==> config.mk <==
export PLATFORM = sky130hd
export DESIGN_NAME = osc_timebase_flat
export DESIGN_NICKNAME = d
export VERILOG_FILES = /design/src/rtl/osc_timebase_pkg.sv /design/src/rtl/osc_timebase_if.sv /design/src/rtl/osc_timebase_mod_counter.sv /design/src/rtl/osc_timebase.sv /design/src/flat_wrapper.sv
export SDC_FILE = /design/constraint.sdc
export NUM_CORES = 1
export LEC_CHECK = 0
export ABC_CLOCK_PERIOD_IN_PS = 8600
export BUFFER_PORTS_ARGS = -buffer_cell sky130_fd_sc_hd__buf_4
export CELL_PAD_IN_SITES_DETAIL_PLACEMENT = 1
export CELL_PAD_IN_SITES_GLOBAL_PLACEMENT = 2
export CORE_MARGIN = 2
export CORE_UTILIZATION = 30
export DETAILED_ROUTE_END_ITERATION = 12
export MAX_ROUTING_LAYER = met4
export PLACE_DENSITY_LB_ADDON = 0.1
export SLEW_MARGIN = 40
export SYNTH_ARGS = -nofsm -noshare
export SYNTH_HDL_FRONTEND = slang
export SYNTH_SLANG_ARGS = --single-unit
export TNS_END_PERCENT = 5
==> constraint.sdc <==
create_clock -name clk -period 8.6 [get_ports clk]
set_input_delay 0.86 -clock clk [delete_from_list [all_inputs] [get_ports clk]]
set_output_delay 0.86 -clock clk [all_outputs]
set_load 0.05 [all_outputs]
==> src/rtl/osc_timebase_pkg.sv <==
// Shared types and constants for the oscillator timebase.
// Latency: n/a (declarations only).
// Backpressure: n/a.
package osc_timebase_pkg;

    localparam int PERIOD_W_DEF = 16;   // default symbol-period width, tick_pre units
    localparam int SYM_CNT_W    = 8;    // completed-symbol counter width (wraps)

    typedef enum logic [0:0] {
        WAIT = 1'b0,                    // oscillator settling, timebase idle
        RUN  = 1'b1                     // timebase active
    } state_e;

endpackage

==> src/rtl/osc_timebase_if.sv <==
// Control/strobe bundle between the timebase and its consumer.
// Latency: n/a (wires only).
// Backpressure: none; period_load is a one-cycle request answered by period_ack.
//
// master: consumer side (drives run / period_in / period_load)
// slave : timebase side (drives period_ack / ready / tick_pre / tick_sym / sym_cnt)
interface osc_timebase_if
    import osc_timebase_pkg::*;
#(
    parameter int PERIOD_W = PERIOD_W_DEF
);
    logic                 run;
    logic [PERIOD_W-1:0]  period_in;
    logic                 period_load;
    logic                 period_ack;
    logic                 ready;
    logic                 tick_pre;
    logic                 tick_sym;
    logic [SYM_CNT_W-1:0] sym_cnt;

    modport master (
        output run, period_in, period_load,
        input  period_ack, ready, tick_pre, tick_sym, sym_cnt
    );

    modport slave (
        input  run, period_in, period_load,
        output period_ack, ready, tick_pre, tick_sym, sym_cnt
    );

endinterface

==> src/rtl/osc_timebase_mod_counter.sv <==
// Modulo counter 0..modulus-1 with enable, synchronous clear and wrap strobe.
// Latency: value updates on the clock edge; wrap is combinational from the current value.
// Backpressure: none; clr overrides en.
//
// Ports: clk, rst (async active-high), en, clr, modulus (>=1),
//        value (current count), wrap (high in the cycle whose edge returns value to 0).
module mod_counter #(
    parameter int W = 8
) (
    input  logic         clk,
    input  logic         rst,
    input  logic         en,
    input  logic         clr,
    input  logic [W-1:0] modulus,
    output logic [W-1:0] value,
    output logic         wrap
);

    // ">=" rather than "==" so a modulus that shrinks under a live count
    // still wraps on the next step instead of running the full range.
    assign wrap = en && !clr && (value >= (modulus - W'(1)));

    always_ff @(posedge clk or posedge rst) begin
        if (rst) begin
            value <= '0;
        end else if (clr) begin
            value <= '0;
        end else if (en) begin
            value <= wrap ? '0 : (value + W'(1));
        end
    end

endmodule

==> src/rtl/osc_timebase.sv <==
// Transmitter timebase on the oscillator clock: startup hold-off, prescaler strobe, symbol strobe.
// Latency: ready after STARTUP_CYCLES edges; tick_pre registered; tick_sym coincident with tick_pre.
// Backpressure: none; period loads are always accepted and acknowledged one cycle later.
//
// Ports: clk (oscillator clock), rst (async active-high),
//        bus (slave): run, period_in, period_load -> period_ack, ready, tick_pre, tick_sym, sym_cnt.
module osc_timebase
    import osc_timebase_pkg::*;
#(
    parameter int STARTUP_CYCLES = 1024,
    parameter int PRE_DIV        = 21,
    parameter int PERIOD_W       = PERIOD_W_DEF,
    parameter int DEFAULT_PERIOD = 1000
) (
    input  logic          clk,
    input  logic          rst,
    osc_timebase_if.slave bus
);

    localparam int SU_W  = $clog2(STARTUP_CYCLES);
    localparam int PRE_W = $clog2(PRE_DIV + 1);

    localparam logic [0:0] ST_WAIT = WAIT;
    localparam logic [0:0] ST_RUN  = RUN;

    logic [0:0]           state;
    logic [SU_W-1:0]      su_cnt;
    logic                 running;

    logic [PRE_W-1:0]     pre_val;
    logic                 pre_wrap;
    logic                 tick_pre_q;

    logic [PERIOD_W-1:0]  active_per;
    logic [PERIOD_W-1:0]  pend_per;
    logic                 pend_vld;
    logic                 ack_q;

    logic [PERIOD_W-1:0]  sym_val;
    logic                 sym_wrap;
    logic [SYM_CNT_W-1:0] sym_cnt_q;

    assign running = (state == ST_RUN);

    // Startup hold-off: count edges after reset release, then enter RUN for good.
    always_ff @(posedge clk or posedge rst) begin
        if (rst) begin
            state  <= ST_WAIT;
            su_cnt <= '0;
        end else if (state == ST_WAIT) begin
            su_cnt <= su_cnt + SU_W'(1);
            if (su_cnt == SU_W'(STARTUP_CYCLES - 1)) begin
                state <= ST_RUN;
            end
        end
    end

    // Prescaler free-runs once settled; its wrap is registered into tick_pre,
    // which lands tick_pre exactly PRE_DIV cycles after ready.
    mod_counter #(.W(PRE_W)) u_pre (
        .clk     (clk),
        .rst     (rst),
        .en      (running),
        .clr     (1'b0),
        .modulus (PRE_W'(PRE_DIV)),
        .value   (pre_val),
        .wrap    (pre_wrap)
    );

    always_ff @(posedge clk or posedge rst) begin
        if (rst) begin
            tick_pre_q <= 1'b0;
        end else begin
            tick_pre_q <= pre_wrap;
        end
    end

    // Symbol counter steps on tick_pre; dropping run throws away a partial symbol.
    mod_counter #(.W(PERIOD_W)) u_sym (
        .clk     (clk),
        .rst     (rst),
        .en      (tick_pre_q && bus.run),
        .clr     (!bus.run),
        .modulus (active_per),
        .value   (sym_val),
        .wrap    (sym_wrap)
    );

    always_ff @(posedge clk or posedge rst) begin
        if (rst) begin
            sym_cnt_q <= '0;
        end else if (sym_wrap) begin
            sym_cnt_q <= sym_cnt_q + SYM_CNT_W'(1);
        end
    end

    // Period handshake. While the symbol counter is idle (WAIT or run=0) the
    // pending value goes live the cycle after capture; while counting it waits
    // for a symbol boundary so no symbol is ever cut short. A load captured on
    // a wrap edge only sets pend_vld afterwards, so it takes the next wrap.
    always_ff @(posedge clk or posedge rst) begin
        if (rst) begin
            active_per <= PERIOD_W'(DEFAULT_PERIOD);
            pend_per   <= '0;
            pend_vld   <= 1'b0;
            ack_q      <= 1'b0;
        end else begin
            ack_q <= bus.period_load;
            if (pend_vld && (!running || !bus.run || sym_wrap)) begin
                active_per <= pend_per;
                pend_vld   <= 1'b0;
            end
            // A zero period is meaningless; treat it as one tick per symbol.
            if (bus.period_load) begin
                pend_per <= (bus.period_in == '0) ? PERIOD_W'(1) : bus.period_in;
                pend_vld <= 1'b1;
            end
        end
    end

    // Counter values are not exported; fold them so they read as deliberately unused.
    logic unused_ok;
    assign unused_ok = ^{pre_val, sym_val};

    assign bus.ready      = running;
    assign bus.tick_pre   = tick_pre_q;
    assign bus.tick_sym   = sym_wrap;
    assign bus.sym_cnt    = sym_cnt_q;
    assign bus.period_ack = ack_q;

endmodule
==> src/flat_wrapper.sv <==
// flat-port wrapper written by rule: the top's interface ports become plain ports
module osc_timebase_flat import osc_timebase_pkg::*;
#(
    parameter int STARTUP_CYCLES = 1024,
    parameter int PRE_DIV        = 21,
    parameter int PERIOD_W       = PERIOD_W_DEF,
    parameter int DEFAULT_PERIOD = 1000
)
  (clk, rst, bus_run, bus_period_in, bus_period_load, bus_period_ack, bus_ready, bus_tick_pre, bus_tick_sym, bus_sym_cnt);
  osc_timebase_if #(.PERIOD_W(PERIOD_W)) bus_i ();
  input  logic clk;
  input  logic rst;
  input wire logic [$bits(bus_i.run)-1:0] bus_run;
  input wire logic [$bits(bus_i.period_in)-1:0] bus_period_in;
  input wire logic [$bits(bus_i.period_load)-1:0] bus_period_load;
  output wire logic [$bits(bus_i.period_ack)-1:0] bus_period_ack;
  output wire logic [$bits(bus_i.ready)-1:0] bus_ready;
  output wire logic [$bits(bus_i.tick_pre)-1:0] bus_tick_pre;
  output wire logic [$bits(bus_i.tick_sym)-1:0] bus_tick_sym;
  output wire logic [$bits(bus_i.sym_cnt)-1:0] bus_sym_cnt;
  assign bus_i.run = bus_run;
  assign bus_i.period_in = bus_period_in;
  assign bus_i.period_load = bus_period_load;
  assign bus_period_ack = bus_i.period_ack;
  assign bus_ready = bus_i.ready;
  assign bus_tick_pre = bus_i.tick_pre;
  assign bus_tick_sym = bus_i.tick_sym;
  assign bus_sym_cnt = bus_i.sym_cnt;
  osc_timebase #(.STARTUP_CYCLES(STARTUP_CYCLES), .PRE_DIV(PRE_DIV), .PERIOD_W(PERIOD_W), .DEFAULT_PERIOD(DEFAULT_PERIOD)) u_core (.clk(clk), .rst(rst), .bus(bus_i));
endmodule
==> results.md, run 1 <==
| Parameter | This run |
| --- | --- |
| Largest net degree at the start of global routing | 76 |
| Critical-path cell list | or3_1 > nor3b_1 > nand2_1 > nor4_1 > xnor2_1 > ha_1 > nand4_1 > nor4_2 > a32o_1 > o21ai_2 > inv_1 > buf_4 |
| Required time at the worst-slack endpoint | 7.74 ns |
| Number of cells in the finished layout apart from fillers | 578 |
| Number of buffers inserted by post-CTS setup repair | 0 |
| Yosys cell types | 52 |
| Filler cell count in the final layout | 1,441 |
| Global Route met1 Usage | 0.1972 |
| Slew at the pin with the worst max-slew slack | 0.7627 ns |
| Final critical-path required period | 5.153 ns |
| Core outline area | 13,190 sq um |
| Antenna violation net count after detailed routing | 0 |
| Category of cells accounting for the largest share of critical-path delay | simple AND/OR/NAND/NOR gates |
| Classification of the worst setup path | reg -> out |
| WL per Instance | 16.23 microns |
| Comb power frac | 0.100 |
| Tot GR Track Use | 0.1503 |
| Layout cell share with drive strength beyond 1 | 0.2338 |
| DP Cell Count | 561 |
| Crit. End Element | output pin |
| Most common cell after layout, fill and taps aside | dfrtp_1 |
| Clock power share | 0.418 |
| Synthesized instance count | 367 |
| P_leak | 1.967 nW |
| Worst path buffer plus inverter count | 2 |
| Clock Sinks | 75 |
| Achievable Freq | 0.1940 GHz |
| Mean post-synth cell area | 10.96 sq um |
| Layout net count | 439 |
| Die X-Extent | 119.8 microns |
| Internal power component | 0.0006138 W |
| Detailed-route DRC error count | 0 |
| Switching component of the power | 0.0002097 W |
| Grt total ovfl | 0 |
| Portion of the post-synthesis area used by sequential elements | 0.4683 |
| Cts repair resizes | 0 |
| Number of global-route vias before repair | 3,132 |
| Nature of the critical path startpoint | flop |
| Mapped Nets | 409 |
| Hold Vio Cnt, Final | 0 |
| Number of buffers created by CTS | 9 |
| Post-route setup TNS | 0 ns |
| Setup skew after layout | 0.004975 ns |
| Met3 Resource Use GR | 0.03707 |
| Count of port buffers added during placement | 31 |
| Pins over their slew limit | 0 |
| ANT cells | 0 |
| Starting Density | 0.3051 |
| GPL Wtd Cong | 0.7226 |
| First-pass iteration count of the detailed router | 4 |
| Total power draw | 0.0008235 W |
| Total routed wirelength | 9379 microns |
| Chip Height | 119.8 microns |
| CTS Root Cell | clkbuf_16 |
| Sequential fraction of design power | 0.481 |
| Number of DRC markers in iteration 0 | 106 |
| Final setup violation count | 0 |
| Global-route wire length before repair | 16,260 microns |
| Buffer levels on the longest clock path | 2 |
| Crit share post-route | 0.5992 |
| Max-slew headroom at the worst pin | 0.4868 |
| Share of synthesized flip-flops with an asynchronous set or reset | 1.000 |
| Worst min-delay path class | reg -> reg |
| Number of warnings reported in the yosys synthesis log | 0 |
| GRT busiest layer | met2 |
| Number of antenna violations at the first check in global routing | 0 |
| Number of enable-type register cells in the synthesized netlist | 0 |
| Worst IR drop on VDD | 0.1251 mV |
| Crit path arrival time | 4.29 ns |
| Detailed placement HPWL | 6616 microns |
| Total power divided by cell area | 174.9 nW/um^2 |
| Status | finished, final reports clean |
| Vias per cell | 5.064 |
| Number of top-level design ports | 32 |
| Synth Flop Type | dfrtp_1 |
| DIE AREA | 14,360 sq um |
| Net Sw Frac | 0.2546 |
| Post-synthesis cell area | 4024 sq um |
| Number of vias after detailed routing | 2,927 |
| GRT met2 Usage | 0.2250 |
| Area added between synthesis and finish | 17.01% |
| Flip-flop and latch count after synthesis | 75 |
| Hold Buf Count CTS | 0 |
| Max Cap Viol | 0 |
| Cell row count | 42 |
| Commonest cells after routing, fill and taps aside | dfrtp_1, mux2_2, buf_4 |
| Crit path max-delay cell type | a32o_1 |
| Unrepaired setup endpoints after global routing | false |
| Reg clk slew, reported paths | 0.06 ns |
| Core occupancy in the finished layout | 0.3570 |
| Worst skew pair latency | 0.34 ns |
| Deepest level of the CTS H-tree | 3 |
| CTS tree | yes |
| Delay of the slowest critical-path stage | 0.70 ns |
| CP max FO | 18 |
per-layer routing:
metal  vias to the layer above  routed length, microns  part of all wire
met5                         -                       0                 0
met4                         0                     167             0.018
met3                         9                     285             0.030
met2                        39                    4141              0.44
met1                      1467                    4784              0.51
li1                       1412                       -                 -
cell usage after synthesis, types with 4 or more instances:
library cell	count	area [sq um]
mux2_2	34	382.9
and4_1	9	78.83
nand2_1	30	112.6
nor2_1	19	71.32
a21oi_1	7	35.03
and3_1	4	25.02
xnor2_1	24	210.2
a41oi_1	5	43.79
xor2_1	9	78.83
nand3_1	7	35.03
clkbuf_1	8	30.03
nor4_1	20	125.1
o21ai_0	8	40.04
nand4_1	10	62.56
inv_1	14	52.55
dfrtp_1	69	1727
dfstp_2	6	157.7
o22a_1	6	52.55
ha_1	22	275.3
nand2b_1	5	31.28
nor3_1	8	40.04
final cells by class:
| type | count | area [sq um] | share of cell area |
|---|---|---|---|
| Multi-Input combinational cell | 264 | 2031 | 0.4313 |
| Tap cell | 176 | 220.2 | 0.04677 |
| Clock buffer | 12 | 236.5 | 0.05023 |
| Clock inverter | 4 | 28.78 | 0.006112 |
| Inverter | 14 | 52.55 | 0.01116 |
| Timing Repair Buffer | 33 | 255.2 | 0.05421 |
| Sequential cell | 75 | 1884 | 0.4002 |
final timing paths:
check | slack [ns] | to | from | cells after the start
min reg2reg | 0.47 | u_core.su_cnt[8] | u_core.su_cnt[8] | 1
min | 0.47 | u_core.su_cnt[8] | u_core.su_cnt[8] | 1
max reg2reg | 4.32 | u_core.active_per[0] | u_core.active_per[2] | 12
min in group asynchronous | 0.70 | u_core.su_cnt[3] | rst | 3
max | 3.45 | bus_tick_sym | u_core.active_per[2] | 12
max in group asynchronous | 7.41 | u_core.u_sym.value[5] | rst | 3
through the flow:
| step | area, sq um | worst slack [ns] | hold slack, ns |
|---|---|---|---|
| final | 4708 | 3.447 | 0.4685 |
| after global placement | 4422 | 3.853 | 0.4574 |
| after detailed placement | 4432 | 3.759 | 0.4650 |
| after CTS | 4697 | 3.366 | 0.4770 |
| after global routing | 4708 | 2.967 | 0.4972 |
| after floorplan | 4024 | 4.557 | 0.4424 |
sequential cells by signal (all words and copies together) (netlist names):
name,cells
u_core.active_per,16
u_core.bus.period_ack,1
u_core.bus.ready,1
u_core.bus.sym_cnt,8
u_core.bus.tick_pre,1
u_core.pend_per,16
u_core.pend_vld,1
u_core.su_cnt,10
u_core.u_pre.value,5
u_core.u_sym.value,16
power by group through the flow:
| stage | sequential, W | combinational, W | clock (W) |
|---|---|---|---|
| 2_1_floorplan | 0.000397 | 0.0000610 | 0 |
| 3_3_place_gp | 0.000403 | 0.0000833 | 0 |
| 3_5_place_dp | 0.000403 | 0.0000850 | 0 |
| 4_1_cts | 0.000397 | 0.0000854 | 0.000355 |
| 5_1_grt | 0.000400 | 0.0000951 | 0.000370 |
| 6_report | 0.000396 | 0.0000827 | 0.000345 |
cell families (layout without fill, tap and decap cells):
kind of cell             after synthesis  count (layout)  synth area share
flip-flops                            75              75            0.4683
AO/OA/AOI/OAI                         49              49           0.09515
buffers and inverters                 28              63           0.02985
AND/OR/NAND/NOR                      125             125            0.1688
adder cells (fa/ha/maj)               22              22           0.06841
multiplexers                          35              35           0.09764
XOR/XNOR                              33              33           0.07183
No activity file was read; power rests on OpenSTA's default activity.
==> inputs of run 2 (changes only) <==
--- a/config.mk
+++ b/config.mk
@@ -5,7 +5,8 @@
 export SDC_FILE = /design/constraint.sdc
 export NUM_CORES = 1
 export LEC_CHECK = 0
-export ABC_CLOCK_PERIOD_IN_PS = 8600
+export ABC_AREA = 1
+export ABC_CLOCK_PERIOD_IN_PS = 4500
 export BUFFER_PORTS_ARGS = -buffer_cell sky130_fd_sc_hd__buf_4
 export CELL_PAD_IN_SITES_DETAIL_PLACEMENT = 1
 export CELL_PAD_IN_SITES_GLOBAL_PLACEMENT = 2
==> constraint.sdc (replaced) <==
create_clock -name clk -period 4.5 [get_ports clk]
set_input_delay 0.45 -clock clk [delete_from_list [all_inputs] [get_ports clk]]
set_output_delay 0.45 -clock clk [all_outputs]
set_load 0.05 [all_outputs]
==> run 2 against run 1 <==
Net effect:
- non-clock buffer count down 1
- largest power group is now the clock network
- first-iteration DRC count up 41%
- clock power up 130%
- largest cell class unchanged
- critical path type unchanged
==> results.md, run 2 <==
| Parameter | This run | Delta |
| --- | --- | --- |
| Nature of the critical path startpoint | flop |  |
| Crit path from | u_core.active_per[0] |  |
| Achievable Freq | 0.2770 GHz |  |
| Max Cap Viol | 0 | unchanged |
| Total power divided by cell area | 342.4 nW/um^2 | +96% |
| Classification of the worst setup path | reg -> out |  |
| Core occupancy in the finished layout | 0.3583 | +0.001386 |
| Total routed wirelength | 9499 microns | +1.3% |
| WL per Instance | 13.12 microns | -19% |
| Cell row count | 43 | +2.4% |
| Core outline area | 13,830 sq um | +4.8% |
| Cell types with the highest counts after synthesis | nand2_1, dfrtp_1, inv_1 |  |
| Number of DRC markers in iteration 0 | 149 | +41% |
| Reg2Reg Depth | 19 | +7 |
| Number of enable-type register cells in the synthesized netlist | 0 | unchanged |
| Vias per cell | 4.532 | -11% |
| Post-synthesis cell area | 4233 sq um | +5.2% |
| Clock Sinks | 75 | unchanged |
| Mapped Nets | 548 | +34% |
| Status | finished, final reports clean |  |
| Startpoint of the lowest-slack register-to-register path | u_core.active_per[0] |  |
| Count of port buffers added during placement | 31 | unchanged |
| Final critical-path required period | 3.610 ns |  |
| Buffer levels on the longest clock path | 2 | unchanged |
| Yosys cell types | 36 | -31% |
| Worst hold margin | 0.1921 ns | -0.2764 ns |
| P_leak | 2.423 nW | +23% |
| Global-route wire length before repair | 16,430 microns | +1.0% |
| Layout net count | 581 | +32% |
| ANT cells | 0 | unchanged |
| Number of global-route vias before repair | 3,415 | +9.0% |
| Most common cell after layout, fill and taps aside | nand2_1 |  |
| Mean post-synth cell area | 8.365 sq um | -24% |
| Crit share post-route | 0.8022 |  |
| Layout cell share with drive strength beyond 1 | 0.1710 | -0.06287 |
| Area added between synthesis and finish | 17.06% | about the same |
| Flip-flop and latch count after synthesis | 75 | unchanged |
| DIE AREA | 15,070 sq um | +5.0% |
| Detailed-route DRC error count | 0 | unchanged |
| Crit. End Element | output pin |  |
| Die X-Extent | 122.8 microns | +2.5% |
| Required time at the worst-slack endpoint | 4.05 ns | -3.69 ns |
| Most repeated cell in the gate-level netlist after synthesis | nand2_1 |  |
| Largest net degree at the start of global routing | 53 | -30% |
| Hold Buf Count CTS | 0 | unchanged |
| Chip Height | 122.8 microns | +2.5% |
| Commonest cells after routing, fill and taps aside | nand2_1, dfrtp_1, inv_1 |  |
| CTS Root Cell | clkbuf_16 |  |
| Tot GR Track Use | 0.1451 | -0.005220 |
| Worst min-delay path class | in -> async |  |
| Number of buffers created by CTS | 9 | unchanged |
| Number of vias after detailed routing | 3,281 | +12% |
| Setup skew after layout | 0.006137 ns | +0.001161 ns |
| Cts repair resizes | 0 | unchanged |
| Antenna violation net count after detailed routing | 0 | unchanged |
| GPL Wtd Cong | 0.7557 | +4.6% |
| Synthesized instance count | 506 | +38% |
| Grt total ovfl | 0 | unchanged |
| Number of top-level design ports | 32 | unchanged |
| Worst skew pair latency | 0.35 ns | about the same |
| Registers with the most flip-flops | u_core.active_per: 16 flops, u_core.pend_per: 16 flops, u_core.u_sym.value: 16 flops |  |
| Pins over their slew limit | 0 | unchanged |
| Destination of the worst register-to-register timing path | u_core.active_per[15] |  |
| Worst IR drop on VDD | 0.2092 mV | +67% |
| Max-slew headroom at the worst pin | 0.4759 | -0.01098 |
| Final setup violation count | 0 | unchanged |
| Portion of the post-synthesis area used by sequential elements | 0.4452 | -0.02312 |
| Deepest level of the CTS H-tree | 3 | unchanged |
| Number of warnings reported in the yosys synthesis log | 0 | unchanged |
| Hold Vio Cnt, Final | 0 | unchanged |
| Cell type with the largest total area after synthesis | dfrtp_1 |  |
| Reg clk slew, reported paths | 0.06 ns | about the same |
| First-pass iteration count of the detailed router | 4 | unchanged |
| Detailed placement HPWL | 7129 microns | +7.8% |
| Crit path arrival time | 3.16 ns | -1.13 ns |
| Unrepaired setup endpoints after global routing | false |  |
| Area share of the leading cell type in the synthesized netlist | 0.4079 | -0.02118 |
| Slack of the worst reg-to-reg path | 1.51 ns | -2.81 ns |
| Synth Flop Type | dfrtp_1 |  |
| Starting Density | 0.3061 | +0.001061 |
| Leading post-synthesis cells by cell area | dfrtp_1, nand2_1, ha_1, inv_1, xnor2_1 |  |
| Number of buffers inserted by post-CTS setup repair | 0 | unchanged |
| Slew at the pin with the worst max-slew slack | 0.7862 ns | +0.02351 ns |
| Post-route setup TNS | 0 ns | unchanged |
| CTS tree | yes |  |
| Share of synthesized flip-flops with an asynchronous set or reset | 1.000 | unchanged |
| CP max FO | 13 | -5 |
| Number of antenna violations at the first check in global routing | 0 | unchanged |
## run 2: cell types whose count changed after synthesis, moves of 8 or more
cell / before / now
nand2_1: 30 / 141
inv_1: 14 / 60
mux2_2: 34 / 0
nand3_1: 7 / 32
nor4_1: 20 / 4
nand2_2: 0 / 15
and4_1: 9 / 0
o21ai_0: 8 / 16
## run 2: cells by family after synthesis
logic type	Yosys count	synth area share
flip-flops	75	0.4452
buffers and inverters	74	0.07390
XOR/XNOR	33	0.06828
adder cells (fa/ha/maj)	22	0.06503
AO/OA/AOI/OAI	41	0.05144
AND/OR/NAND/NOR	261	0.2962
## run 2: worst max-delay path, cell delays in order, from the launching register on
cell and delay (ns):
dfrtp_1 0.38, inv_1 0.10, ha_1 0.19, nand2_1 0.11, nor3_2 0.20, inv_2 0.07
nor3_2 0.14, nand3b_1 0.11, xnor2_1 0.14, inv_1 0.06, ha_1 0.27, nand2_1 0.08
o21ai_0 0.23, a21oi_2 0.07, nand2_4 0.10, nand2_4 0.13, inv_1 0.19, buf_4 0.23
## run 2: worst max-delay path by stage
stage	cells after the start	endpoint	slack, ns
floorplan	16	bus_tick_sym	1.52
global placement	17	bus_tick_sym	1.28
CTS	17	bus_tick_sym	0.80
global route	17	bus_tick_sym	0.57
detailed placement	17	bus_tick_sym	1.19
finish	17	bus_tick_sym	0.89
## run 2: power by group
part	internal, W	switching (W)	leakage [nW]
Sequential	0.000709	0.0000326	0.953
Clock	0.000501	0.000294	0.163
Combinational	0.0000659	0.0000933	1.31
Total	0.00128	0.000420	2.42
## run 2: metrics by stage
stage	total power, W	worst slack (ns)	cell area (sq um)	std cells
2_1_floorplan	0.0008667	1.523	4233	506
3_3_place_gp	0.0009133	1.278	4626	708
3_5_place_dp	0.0009181	1.195	4628	708
4_1_cts	0.001736	0.7966	4955	724
5_1_grt	0.001785	0.5712	4955	724
6_report	0.001697	0.8901	4955	724
## run 2: cell type report
type | count | area [sq um]
clock inverter | 6 | 87.58
tap | 180 | 225.2
fill | 1614 | 8872
multi-input combinational | 357 | 2036
clock buffer | 10 | 239.0
inverter | 64 | 242.7
timing repair buffer | 32 | 240.2
sequential | 75 | 1884
## run 2: routing by layer
layer,GRT usage,vias up,part of all wire
met5,-,-,0
met4,0.06250,0,0.021
met3,0.03485,15,0.028
met2,0.2193,32,0.45
met1,0.1848,1549,0.50
li1,-,1685,-
